$ cat config.mk
export PLATFORM = sky130hd
export DESIGN_NAME = hazard_sched_ctrl
export DESIGN_NICKNAME = d
export VERILOG_FILES = /design/src/rtl/hazard_sched_ctrl.sv
export SDC_FILE = /design/constraint.sdc
export NUM_CORES = 1
export LEC_CHECK = 0
export ABC_AREA = 1
export CAP_MARGIN = 20
export CORE_UTILIZATION = 35
export CTS_CLUSTER_DIAMETER = 60
export DETAILED_ROUTE_END_ITERATION = 8
export PLACE_DENSITY_LB_ADDON = 0.15
export SLEW_MARGIN = 20
export SYNTH_ARGS = -nofsm -noshare
export SYNTH_HDL_FRONTEND = slang
export SYNTH_SLANG_ARGS = --single-unit
$ cat constraint.sdc
create_clock -name clk_i -period 3.1 [get_ports clk_i]
set_clock_uncertainty 0.1 [all_clocks]
set_input_delay 0.93 -clock clk_i [delete_from_list [all_inputs] [get_ports clk_i]]
set_output_delay 0.93 -clock clk_i [all_outputs]
set_load 0.1 [all_outputs]
$ cat src/rtl/hazard_sched_ctrl.sv
// Pipeline hazard scheduler: load-use stall, taken-branch flush and multi-cycle multiply freeze.
// Define HAZARD_PERF_EN to build the saturating stall-cycle performance counter.
module hazard_sched_ctrl #(
    parameter int MUL_LAT = 4,
    parameter int RW      = 5
) (
    input  logic          clk_i,
    input  logic          start_i,
    input  logic          idex_memread_i,
    input  logic [RW-1:0] idex_rt_i,
    input  logic [RW-1:0] ifid_rs_i,
    input  logic [RW-1:0] ifid_rt_i,
    input  logic          ifid_uses_rt_i,
    input  logic          branch_taken_i,
    input  logic          mul_issue_i,
    output logic          pc_we_o,
    output logic          ifid_we_o,
    output logic          ifid_flush_o,
    output logic          idex_we_o,
    output logic          idex_bubble_o,
    output logic          exmem_bubble_o,
    output logic [1:0]    state_o,
    output logic [31:0]   stall_cycles_o
);

    localparam int CW = $clog2(MUL_LAT) + 1;

    typedef enum logic [1:0] {
        ST_RUN = 2'd0,
        ST_MUL = 2'd1
    } state_e;

    state_e        state_q, state_d;
    logic [CW-1:0] cnt_q, cnt_d;
    logic          lu;

    assign lu = idex_memread_i && (idex_rt_i != '0) &&
                ((idex_rt_i == ifid_rs_i) || (ifid_uses_rt_i && (idex_rt_i == ifid_rt_i)));

    // NOTE: state flops use non-blocking assignment and reset asynchronously so a reset mid-multiply takes effect at once.
    always_ff @(posedge clk_i or negedge start_i) begin
        if (!start_i) begin
            state_q <= ST_RUN;
            cnt_q   <= '0;
        end else begin
            state_q <= state_d;
            cnt_q   <= cnt_d;
        end
    end

    // NOTE: every combinational output gets a default first so no latch is inferred on any path.
    always_comb begin
        state_d = state_q;
        cnt_d   = cnt_q;
        case (state_q)
            ST_RUN: begin
                if (!lu && !branch_taken_i && mul_issue_i) begin
                    state_d = ST_MUL;
                    cnt_d   = CW'(MUL_LAT - 1);
                end
            end
            ST_MUL: begin
                if (cnt_q == CW'(1)) begin
                    state_d = ST_RUN;
                    cnt_d   = '0;
                end else begin
                    cnt_d = cnt_q - CW'(1);
                end
            end
            default: begin
                state_d = ST_RUN;
                cnt_d   = '0;
            end
        endcase
    end

    always_comb begin
        pc_we_o        = 1'b1;
        ifid_we_o      = 1'b1;
        ifid_flush_o   = 1'b0;
        idex_we_o      = 1'b1;
        idex_bubble_o  = 1'b0;
        exmem_bubble_o = 1'b0;
        if (!start_i) begin
            pc_we_o        = 1'b0;
            ifid_we_o      = 1'b0;
            idex_we_o      = 1'b0;
            idex_bubble_o  = 1'b1;
            exmem_bubble_o = 1'b1;
        end else if (state_q == ST_MUL) begin
            // Front end and ID/EX frozen; the multiply itself keeps EX, so EX/MEM gets bubbles.
            pc_we_o        = 1'b0;
            ifid_we_o      = 1'b0;
            idex_we_o      = 1'b0;
            exmem_bubble_o = 1'b1;
        end else if (lu) begin
            pc_we_o       = 1'b0;
            ifid_we_o     = 1'b0;
            idex_bubble_o = 1'b1;
        end else if (branch_taken_i) begin
            ifid_flush_o = 1'b1;
        end
    end

    assign state_o = state_q;

`ifdef HAZARD_PERF_EN
    logic [31:0] stall_cnt_q, stall_cnt_d;

    always_comb begin
        stall_cnt_d = stall_cnt_q;
        if (!pc_we_o && (stall_cnt_q != '1)) begin
            stall_cnt_d = stall_cnt_q + 32'd1;
        end
    end

    always_ff @(posedge clk_i or negedge start_i) begin
        if (!start_i) begin
            stall_cnt_q <= '0;
        end else begin
            stall_cnt_q <= stall_cnt_d;
        end
    end

    assign stall_cycles_o = stall_cnt_q;
`else
    assign stall_cycles_o = '0;
`endif

endmodule

# After elaboration in Yosys (flattened, before gate mapping)
# Cells that the tools add are included.
# totals
register_bits	5
inputBits	21
out_inout_bits	40
elab_cells	40
# op_classes
n_addsub	1
eq_ne	6
mux	20
reduce_logical	11
# op_table
cell	count
1-bit 2-to-1 mux	14
5-bit equality test	2
3-bit 2-to-1 mux	2
3-bit one-hot mux with 2 select lines	1
1-bit logical AND	5
5-bit nonzero test	1
2-bit 2-to-1 mux	2
2-bit != test (second input constant)	2
2-bit one-hot mux with 2 select lines	1
3-bit by 1-bit equality test with 1-bit output (second input constant)	1
3-bit by 1-bit subtractor with 3-bit output (second input constant)	1
2-bit by 1-bit equality test with 1-bit output (second input constant)	1
1-bit zero test	2
2-bit zero test	1
2-bit AND reduction	1
1-bit logical OR	1

# Depth between registers and ports, before layout
# Gate-level depths: netlist of the first run.
# logic_depth
depth_word	9
mapped_depth	11
depth_no_buf	11

# Least setup slack after synthesis of the first run
# Ideal clock, no wire load.
# synth_path
kind	register -> output
start	register state_q[0], in the netlist state_o[0]
end	output ifid_flush_o
arrival_time_ns	3.769
t_required_ns	2.070
path_slack_ns	-1.699
path_stages_with_launch	4
path_buffers	0
path_cell_list	dfrtp_1 -> nor2_1 -> nand2_1 -> nor2_1
# synth_via
elab_chain_cells	3
# synth_lines
element	line	text
start, declared	33	state_e state_q, state_d;
start signal, assigned	46	state_q <= state_d;
2-bit by 1-bit equality test with 1-bit output	90	end else if (state_q == ST_MUL) begin
1-bit 2-to-1 mux	90	
1-bit 2-to-1 mux	84	if (!start_i) begin
end, declared	18	output logic ifid_flush_o,
# No other way between the ends.

# Final worst setup path of the first run
# layout_path
start	input start_i
end	output ifid_we_o
# layout_via
elab_chain_cells	1
# layout_lines
element	line	text
start, declared	8	input logic start_i,
1-bit 2-to-1 mux	84	
end, declared	17	output logic ifid_we_o,
# No other way between the ends.

==> impl_metrics.yaml, run 1 <==
global_routing:
  track_usage_pct: 13.0
  grt.overflow.total: 0
  antenna_found_initial: 0
  grt_pass1_vias: 530
  grt_max_degree: 9
  grt_pass1_wl_mm: 2.09
critical_path:
  r2r-end: "cnt_q[2]"
  critPathCapture: "ifid_we_o"
  reg2reg_from: "cnt_q[0]"
  path_delay_family: "buffers and inverters"
  r2r_cells: 5
  arrival_ns: 1.98
  crit_type: "in -> out"
  slowest_stage: "clkdlybuf4s50_1"
  cp-end-kind: "primary output"
  path_max_fanout: 3
  cpPeakStageDelay_ns: 0.49
  rrSetupSlack_ns: 2.00
  crit_chain: "clkdlybuf4s50_1, inv_2, nor2_4, nand2_4, clkinvlp_4, buf_12"
  cp.depth: 6
  critPathBufInv: 4
  startpoint_type: "input pin"
  cp_data_required_time_ns: 2.07
  critPathLaunch: "start_i"
die:
  dieArea_um2: 2290
  start_util_pct: 37.4
  die_h_um: 47.8
  top_level_ports: 61
  core_um2: 1960
  num_rows: 16
  die_w_um: 47.8
clock_tree:
  hold_buffers: 0
  cts_root_buf: "clkbuf_4"
  numCtsBuffers: 3
  clk_latency_ns: 0.24
  clkSinkCount: 4
  htreeDepth: 1
  clk_transition_reported_paths_ns: 0.04
  cts_max_path_buffers: 2
  cts_tree: "yes"
drt:
  via_per_inst: 3.78
  drtAntennaViolNets: 0
  firstDrtPassIters: 4
  via_count: 699
  drc: 0
  drtIter0Drc: 7
  wire_per_inst_um: 7.34
  drt_wl_total_mm: 1.36
place:
  gp_congestion: 0.682
  pre_cts_ws_ns: -0.436
  dpl.hpwl_mm: 1.22
  io_buffers: 27
sta:
  layout_setup_ws_ns: 0.0857
  hold_viol: 0
  slew_violations: 0
  fin_hold_ws_ns: 0.410
  fin_crit_sh_pct: 97.2
  rsz0062_at_grt: "false"
  min_period_ns: 3.01
  max_freq_ghz: 0.332
  setup_viol: 0
  fin_setup_tns_ns: 0
synthesis:
  syn_avg_cell_area_um2: 5.88
  synth_top_area_share_pct: 34.8
  synth_common_cells: "nand2_1, buf_4, inv_1, nor2_1, nand3_1"
  synth_ff_type: "dfrtp_1"
  synthesis.area_um2: 734
  yosys.cell_count.top_type: "nand2_1"
  ys_ff_latch: 4
  ys_warn_count: 0
  yosysUniqueCellTypes: 15
  ys_seq_area_share_pct: 13.6
  synthCells: 125
  synth_area_leaders: "buf_4, nand2_1, dfrtp_1"
  async_flop_share_pct: 100
  yosysTopAreaCell: "buf_4"
  synth_edf_count: 0
final_layout:
  areaGrowthSynthToFinish_pct: 37.1
  fin_nets: 182
  utilization_pct: 51.3
  drive_above_1_share_pct: 29.7
  diodes: 0
power_and_ir_drop:
  p_leak_uw: 0.000631
  ir_worst_vdd_mv: 0.483
  power_density_nw_per_um2: 798
run_status:
  status: "finished clean"
job:
  drv_cap: 0
min_path:
  hp-class: "reg -> reg"
where the power goes:
group | internal [µW] | switching (µW) | leakage (µW)
clock network | 48.4 | 23.6 | 0.0000150
logic | 152 | 469 | 0.000569
registers | 79.4 | 32.1 | 0.0000469
registers in the layout, summed over array words and instances (netlist names):
signal	flops
cnt_q	3
state_o	1
worst min path at each step:
stage | startpoint | to | cells past startpoint | slack [ns]
global route | cnt_q[1] | cnt_q[1] | 2 | 0.43
CTS | cnt_q[1] | cnt_q[1] | 2 | 0.41
finish | cnt_q[1] | cnt_q[1] | 2 | 0.41
floorplan | cnt_q[0] | cnt_q[0] | 2 | 0.38
detailed placement | cnt_q[1] | cnt_q[1] | 2 | 0.40
global placement | cnt_q[1] | cnt_q[1] | 2 | 0.40
area by class of cell:
class,count,area (µm²)
Sequential cell,4,101
Timing Repair Buffer,31,297
Multi-Input combinational cell,95,440
Clock buffer,4,26.3
Inverter,24,109
Fill cell,228,955
Tap cell,27,33.8
cells in the final DEF, fill, tap and decap left out, types with 2 or more instances in the layout:
cell type / instances
nand2_1: 35
inv_1: 15
nand3_1: 5
dfrtp_1: 3
clkdlybuf4s50_1: 3
nand2_2: 3
nor2_1: 6
buf_4: 8
conb_1: 33
nand2_4: 2
inv_2: 6
nor2_4: 2
buf_2: 2
clkbuf_2: 9
buf_12: 6
ha_1: 2
clkbuf_4: 3
worst reg2reg max path, stage by stage (launching register included):
cell	delay, ns
dfrtp_1	0.36
inv_1	0.07
ha_1	0.20
xor2_1	0.14
nand3_1	0.07
nand2_1	0.05
layer usage:
layer,track usage [%],share of wire (%),vias to the layer above
li1,-,-,362
met1,16.2,41,297
met2,22.2,49,40
met3,4.53,9.6,0
met4,1.67,0,0
met5,0,0,-
through the flow:
stage,instances,power [µW],cell area (µm²)
floorplan,157,630,916
global route,185,858,1010
detailed placement,180,745,1030
CTS,185,815,1050
finish,185,804,1010
global placement,180,734,1030
logic make-up (layout without fill, tap and decap cells):
kind of cell | count (synthesis) | in the layout | share of synthesized area [%]
buffers and inverters | 58 | 59 | 47.0
DFF | 4 | 4 | 13.6
adders and majority gates | 2 | 2 | 3.41
and+or+nand+nor | 55 | 55 | 31.0
other | 1 | 33 | 0.511
AOI/OAI and AO/OA | 3 | 3 | 2.04
xor gates and xnor gates | 2 | 2 | 2.39
repair_timing:
| item | CTS | global route |
|---|---|---|
| setup endpoints to repair | 4 | 4 |
| gates resized for setup | 28 | 31 |
| buffers inserted | 1 | 0 |
| pin swaps | 11 | 11 |
Power figures use the tool's default switching activity.
==> run 2: changes to the inputs <==
--- a/config.mk
+++ b/config.mk
@@ -7,10 +7,12 @@
 export LEC_CHECK = 0
 export ABC_AREA = 1
 export CAP_MARGIN = 20
+export CORE_MARGIN = 3
 export CORE_UTILIZATION = 35
 export CTS_CLUSTER_DIAMETER = 60
 export DETAILED_ROUTE_END_ITERATION = 8
 export PLACE_DENSITY_LB_ADDON = 0.15
+export SKIP_LAST_GASP = 1
 export SLEW_MARGIN = 20
 export SYNTH_ARGS = -nofsm -noshare
 export SYNTH_HDL_FRONTEND = slang
==> run 2 against run 1 <==
Compared with the run above:
- wire length up 15%
- global-route usage down 0.88 points
- utilization up 4.4 points
==> impl_metrics.yaml, run 2 (same netlist as run 1, synthesis figures left out) <==
sta:
  setup_viol: 0
  rsz0062_at_grt: "false"
  hold_viol: 0
  fin_crit_sh_pct: 95.8
  slew_violations: 0
  max_freq_ghz: 0.337
  min_period_ns: 2.97
die:
  num_rows: 15
  top_level_ports: 61
  die_h_um: 51.8
  dieArea_um2: 2680
  die_w_um: 51.8
  start_util_pct: 39.5
  core_um2: 1860
final_layout:
  seq_area_um2: 101
  fill_cells: 192
  final_cell_mix: "conb_1, nand2_1, inv_1"
  largest_reg_flops: 3
  areaGrowthSynthToFinish_pct: 40.9
  top_register: "cnt_q"
  diodes: 0
  fin_nets: 182
  utilization_pct: 55.7
  final_common_cell: "conb_1"
  drive_above_1_share_pct: 31.6
  fin_area_um2: 1030
  multi_input_comb_area_um2: 450
critical_path:
  r2r-end: "cnt_q[2]"
  critPathCapture: "pc_we_o"
  rrSetupSlack_ns: 1.99
  arrival_ns: 1.94
  cp_data_required_time_ns: 2.07
  r2r_cells: 5
  startpoint_type: "input pin"
  path_max_fanout: 3
  cp-end-kind: "primary output"
  reg2reg_from: "cnt_q[0]"
  crit_type: "in -> out"
  critPathLaunch: "ifid_rs_i[4]"
clock_tree:
  numCtsBuffers: 3
  cts_root_buf: "clkbuf_4"
  clk_latency_ns: 0.24
  cts_max_path_buffers: 2
  clk_transition_reported_paths_ns: 0.04
  clkSinkCount: 4
  hold_buffers: 0
  cts_tree: "yes"
  htreeDepth: 1
min_path:
  hold_start: "cnt_q[1]"
  hold_depth: 2
  hp-class: "reg -> reg"
drt:
  wl_met2_um: 832
  via_per_inst: 3.76
  drt_wl_total_mm: 1.56
  wl_met3_um: 171
  drtIter0Drc: 4
  dr.max_layer_used: "met3"
  drtAntennaViolNets: 0
  firstDrtPassIters: 4
  via_count: 688
  met1_length_um: 551
  drc: 0
  wire_per_inst_um: 8.50
global_routing:
  grt.overflow.total: 0
  track_usage_pct: 12.1
  antenna_found_initial: 0
  grt_pass1_vias: 647
  grt_pass1_wl_mm: 2.50
  grt_max_degree: 9
place:
  dpl_cell_area_um2: 1040
  dpl.hpwl_mm: 1.40
  gp_congestion: 0.787
  io_buffers: 27
power_and_ir_drop:
  power_density_nw_per_um2: 781
  ir_worst_vdd_mv: 0.464
  p_leak_uw: 0.000648
job:
  drv_cap: 0
run_status:
  status: "finished clean"
## run 2: cell types whose count changed in the layout (fill, tap and decap cells not counted), moves of 2 or more
| cell | previous run | this run |
|---|---|---|
| buf_6 | 0 | 3 |
| nand2_1 | 35 | 32 |
| nand2_2 | 3 | 6 |
| buf_2 | 2 | 0 |
## run 2: per-layer routing
metal	GRT usage [%]	vias up
li1	-	359
met1	12.0	289
met2	24.2	40
met3	3.72	0
met4	2.62	0
met5	0	-
## run 2: timing repair
action | in CTS | in global routing
buffers inserted | 0 | 0
endpoints found under the setup margin | 4 | 4
gates resized for setup | 29 | 40
pin swaps | 12 | 20
## run 2: worst min path at each step
stage / end / slack, ns
finish: cnt_q[1] / 0.41
global route: cnt_q[1] / 0.43
CTS: cnt_q[1] / 0.41
detailed placement: cnt_q[1] / 0.40
global placement: cnt_q[1] / 0.40
floorplan: cnt_q[0] / 0.38
## run 2: power by group
part           total (µW)  switching, µW  internal (µW)
Sequential            110           30.4           79.4
Combinational         625            471            154
Clock                72.6           24.1           48.5
Total                 808            526            282
## run 2: final cells by class
class	count	share of cell area, %
multi-input combinational	95	43.5
timing repair buffer	31	30.6
inverter	24	10.5
tap	25	3.02
clock buffer	4	2.54
sequential	4	9.79
## run 2: through the flow
step | hold slack, ns | power (µW) | setup TNS [ns] | std cells | setup WS, ns
3_3_place_gp | 0.396 | 734 | -1.54 | 179 | -0.418
4_1_cts | 0.412 | 813 | 0 | 183 | 0.00614
6_report | 0.407 | 808 | 0 | 183 | 0.129
5_1_grt | 0.432 | 851 | 0 | 183 | 0.00438
3_5_place_dp | 0.399 | 742 | -1.63 | 179 | -0.446
2_1_floorplan | 0.377 | 630 | -0.367 | 157 | -0.189
## run 2: critical path, stage by stage
cell,delay [ns]
clkdlybuf4s15_1,0.18
xnor2_1,0.15
nand3_1,0.09
nand2_1,0.08
nand2_2,0.09
nand2_4,0.10
clkinvlp_4,0.13
buf_12,0.19
==> run 3: changes to the inputs <==
--- a/config.mk
+++ b/config.mk
@@ -5,10 +5,10 @@
 export SDC_FILE = /design/constraint.sdc
 export NUM_CORES = 1
 export LEC_CHECK = 0
-export ABC_AREA = 1
+export ABC_AREA = 0
 export CAP_MARGIN = 20
 export CORE_MARGIN = 3
-export CORE_UTILIZATION = 35
+export CORE_UTILIZATION = 32
 export CTS_CLUSTER_DIAMETER = 60
 export DETAILED_ROUTE_END_ITERATION = 8
 export PLACE_DENSITY_LB_ADDON = 0.15
==> run 3 against run 2 <==
Compared with the run above:
- wire length is 9.2% lower
- critical path depth decreased by 1
- non-clock buffer count rose by 5
- fmax decreased by 3.2%
- largest power group unchanged
- cell area down 1.9%
==> impl_metrics.yaml, run 3 <==
final_layout:
  areaGrowthSynthToFinish_pct: 57.5
  seq_area_um2: 101
  final_cell_mix: "conb_1, buf_4, buf_2"
  drive_above_1_share_pct: 43.7
  fin_area_um2: 1010
  final_common_cell: "conb_1"
  diodes: 0
  fill_cells: 191
  largest_reg_flops: 3
  multi_input_comb_area_um2: 483
  top_register: "cnt_q"
  fin_nets: 143
die:
  top_level_ports: 61
  start_util_pct: 35.4
  die_h_um: 50.9
  num_rows: 15
  die_w_um: 50.9
  dieArea_um2: 2590
  core_um2: 1820
power_and_ir_drop:
  clock_power_share_pct: 9.1
  internal_power_uw: 314
  p_sw_uw: 508
  power_uw: 822
  p_leak_uw: 0.000510
  p_sw_share_pct: 61.8
  power_frac_comb_pct: 77.0
  power_density_nw_per_um2: 811
  seq_power_share_pct: 13.8
  ir_worst_vdd_mv: 0.427
job:
  drv_cap: 0
synthesis:
  syn_avg_cell_area_um2: 7.86
  synth_ff_type: "dfrtp_1"
  ys_ff_latch: 4
  synth_area_leaders: "buf_4, dfrtp_1, xnor2_1"
  ys_seq_area_share_pct: 15.5
  yosys.cell_count.top_type: "buf_4"
  synthesis.area_um2: 644
  synth_common_cells: "buf_4, xnor2_1, inv_1, dfrtp_1, nor2_1"
  ys_warn_count: 0
  yosysUniqueCellTypes: 22
  yosysTopAreaCell: "buf_4"
  async_flop_share_pct: 100
  synth_top_area_share_pct: 39.6
  synthCells: 82
  synth_edf_count: 0
drt:
  drtIter0Drc: 3
  via_per_inst: 3.81
  drtAntennaViolNets: 0
  drc: 0
  firstDrtPassIters: 4
  drt_wl_total_mm: 1.41
  wire_per_inst_um: 9.81
  via_count: 548
place:
  dpl.hpwl_mm: 1.15
  gp_congestion: 0.747
  io_buffers: 27
  dpl_cell_area_um2: 940
critical_path:
  cp_data_required_time_ns: 2.07
  path_max_fanout: 3
  startpoint_type: "input pin"
  slowest_stage: "o22ai_4"
  crit_type: "in -> out"
  cp-end-kind: "primary output"
  arrival_ns: 2.04
  crit_chain: "buf_4, xnor2_1, nand3_1, o22ai_4, nand3_2, o21ai_2, buf_12"
  cpPeakStageDelay_ns: 0.25
global_routing:
  grt_pass1_wl_mm: 2.20
  antenna_found_initial: 0
  grt.overflow.total: 0
  grt_pass1_vias: 505
  track_usage_pct: 11.4
  grt_max_degree: 12
run_status:
  status: "finished clean"
sta:
  setup_viol: 0
  hold_viol: 0
  min_period_ns: 3.07
  max_freq_ghz: 0.326
  slew_violations: 0
  fin_setup_tns_ns: 0
  fin_crit_sh_pct: 99.0
  rsz0062_at_grt: "true"
clock_tree:
  htreeDepth: 1
  clk_transition_reported_paths_ns: 0.05
  numCtsBuffers: 3
  clkSinkCount: 4
  clk_latency_ns: 0.24
  cts_tree: "yes"
  cts_max_path_buffers: 2
  cts_root_buf: "clkbuf_4"
  hold_buffers: 0
min_path:
  hp-class: "reg -> reg"
-- run 3: cell count changes in the layout (fill, tap and decap cells not counted), moves of 3 or more --
| cell | previous run | this run |
|---|---|---|
| buf_2 | 0 | 9 |
| buf_4 | 7 | 12 |
| clkbuf_2 | 9 | 0 |
| inv_1 | 16 | 4 |
| inv_2 | 5 | 0 |
| nand2_1 | 32 | 1 |
| nand2_2 | 6 | 2 |
| nand3_1 | 5 | 1 |
| xnor2_1 | 1 | 4 |
| xnor2_2 | 0 | 6 |
-- run 3: final timing paths --
| path | slack [ns] | start | end | depth (start not counted) |
|---|---|---|---|---|
| min in group asynchronous | 0.62 | start_i | cnt_q[2] | 2 |
| setup / recovery | 0.03 | idex_rt_i[4] | idex_bubble_o | 7 |
| hold reg to reg | 0.46 | cnt_q[2] | state_o[0] | 2 |
| hold / removal | 0.46 | cnt_q[2] | state_o[0] | 2 |
| max in group asynchronous | 2.16 | start_i | state_o[0] | 2 |
| setup reg to reg | 1.73 | cnt_q[0] | cnt_q[2] | 4 |
-- run 3: per-layer routing --
metal	global-route usage, %	up-vias	routed length [µm]
met3	4.37	2	164
met5	0	-	0
li1	-	270	-
met2	20.2	38	697
met4	4.04	0	12
met1	12.1	238	537
-- run 3: timing repair --
item / CTS / global route
gates cloned: 0 / 0
gates resized for setup: 67 / 8
buffers inserted: 3 / 0
setup endpoints to repair: 4 / 4
pin swaps: 20 / 8
-- run 3: worst max-delay path: cells and delay by family --
family | cells | cell delay, ns
compound gates | 2 | 0.42
buf+inv | 2 | 0.32
simple gates | 2 | 0.23
xor+xnor | 1 | 0.14
-- run 3: power groups by stage --
stage                     Sequential, µW  Combinational (µW)  Clock, µW
after CTS                            113                 627       77.0
after detailed placement             113                 616          0
final                                114                 634       75.1
after floorplan                      140                 465          0
after global routing                 119                 659       81.4
after global placement               112                 611          0
-- run 3: area by class of cell --
type	count	area share, %
Multi-Input combinational cell	70	47.6
Sequential cell	4	9.99
Timing Repair Buffer	36	34.5
Clock buffer	4	2.59
Inverter	5	2.22
Tap cell	25	3.08
-- run 3: stage by stage --
| stage | worst slack, ns | hold slack [ns] | utilization [%] | std cells |
|---|---|---|---|---|
| 2_1_floorplan | -1.37 | 0.400 | - | 114 |
| 3_3_place_gp | -0.451 | 0.430 | 51.6 | 137 |
| 3_5_place_dp | -0.461 | 0.431 | 51.6 | 137 |
| 4_1_cts | 0.0000480 | 0.459 | 53.7 | 144 |
| 5_1_grt | -0.0508 | 0.494 | 55.7 | 144 |
| 6_report | 0.0306 | 0.456 | 55.7 | 144 |
-- run 3: cells by family (layout without fill, tap and decap cells) --
| kind of cell | Yosys count | in the layout | share of synthesized area, % |
|---|---|---|---|
| AO/OA/AOI/OAI | 9 | 9 | 10.3 |
| XOR/XNOR | 10 | 10 | 13.6 |
| adder cells (fa/ha/maj) | 2 | 2 | 3.88 |
| buffers and inverters | 40 | 45 | 43.1 |
| flip-flops | 4 | 4 | 15.5 |
| multiplexers | 1 | 1 | 1.75 |
| other | 1 | 33 | 0.582 |
| AND/OR/NAND/NOR | 15 | 15 | 11.3 |
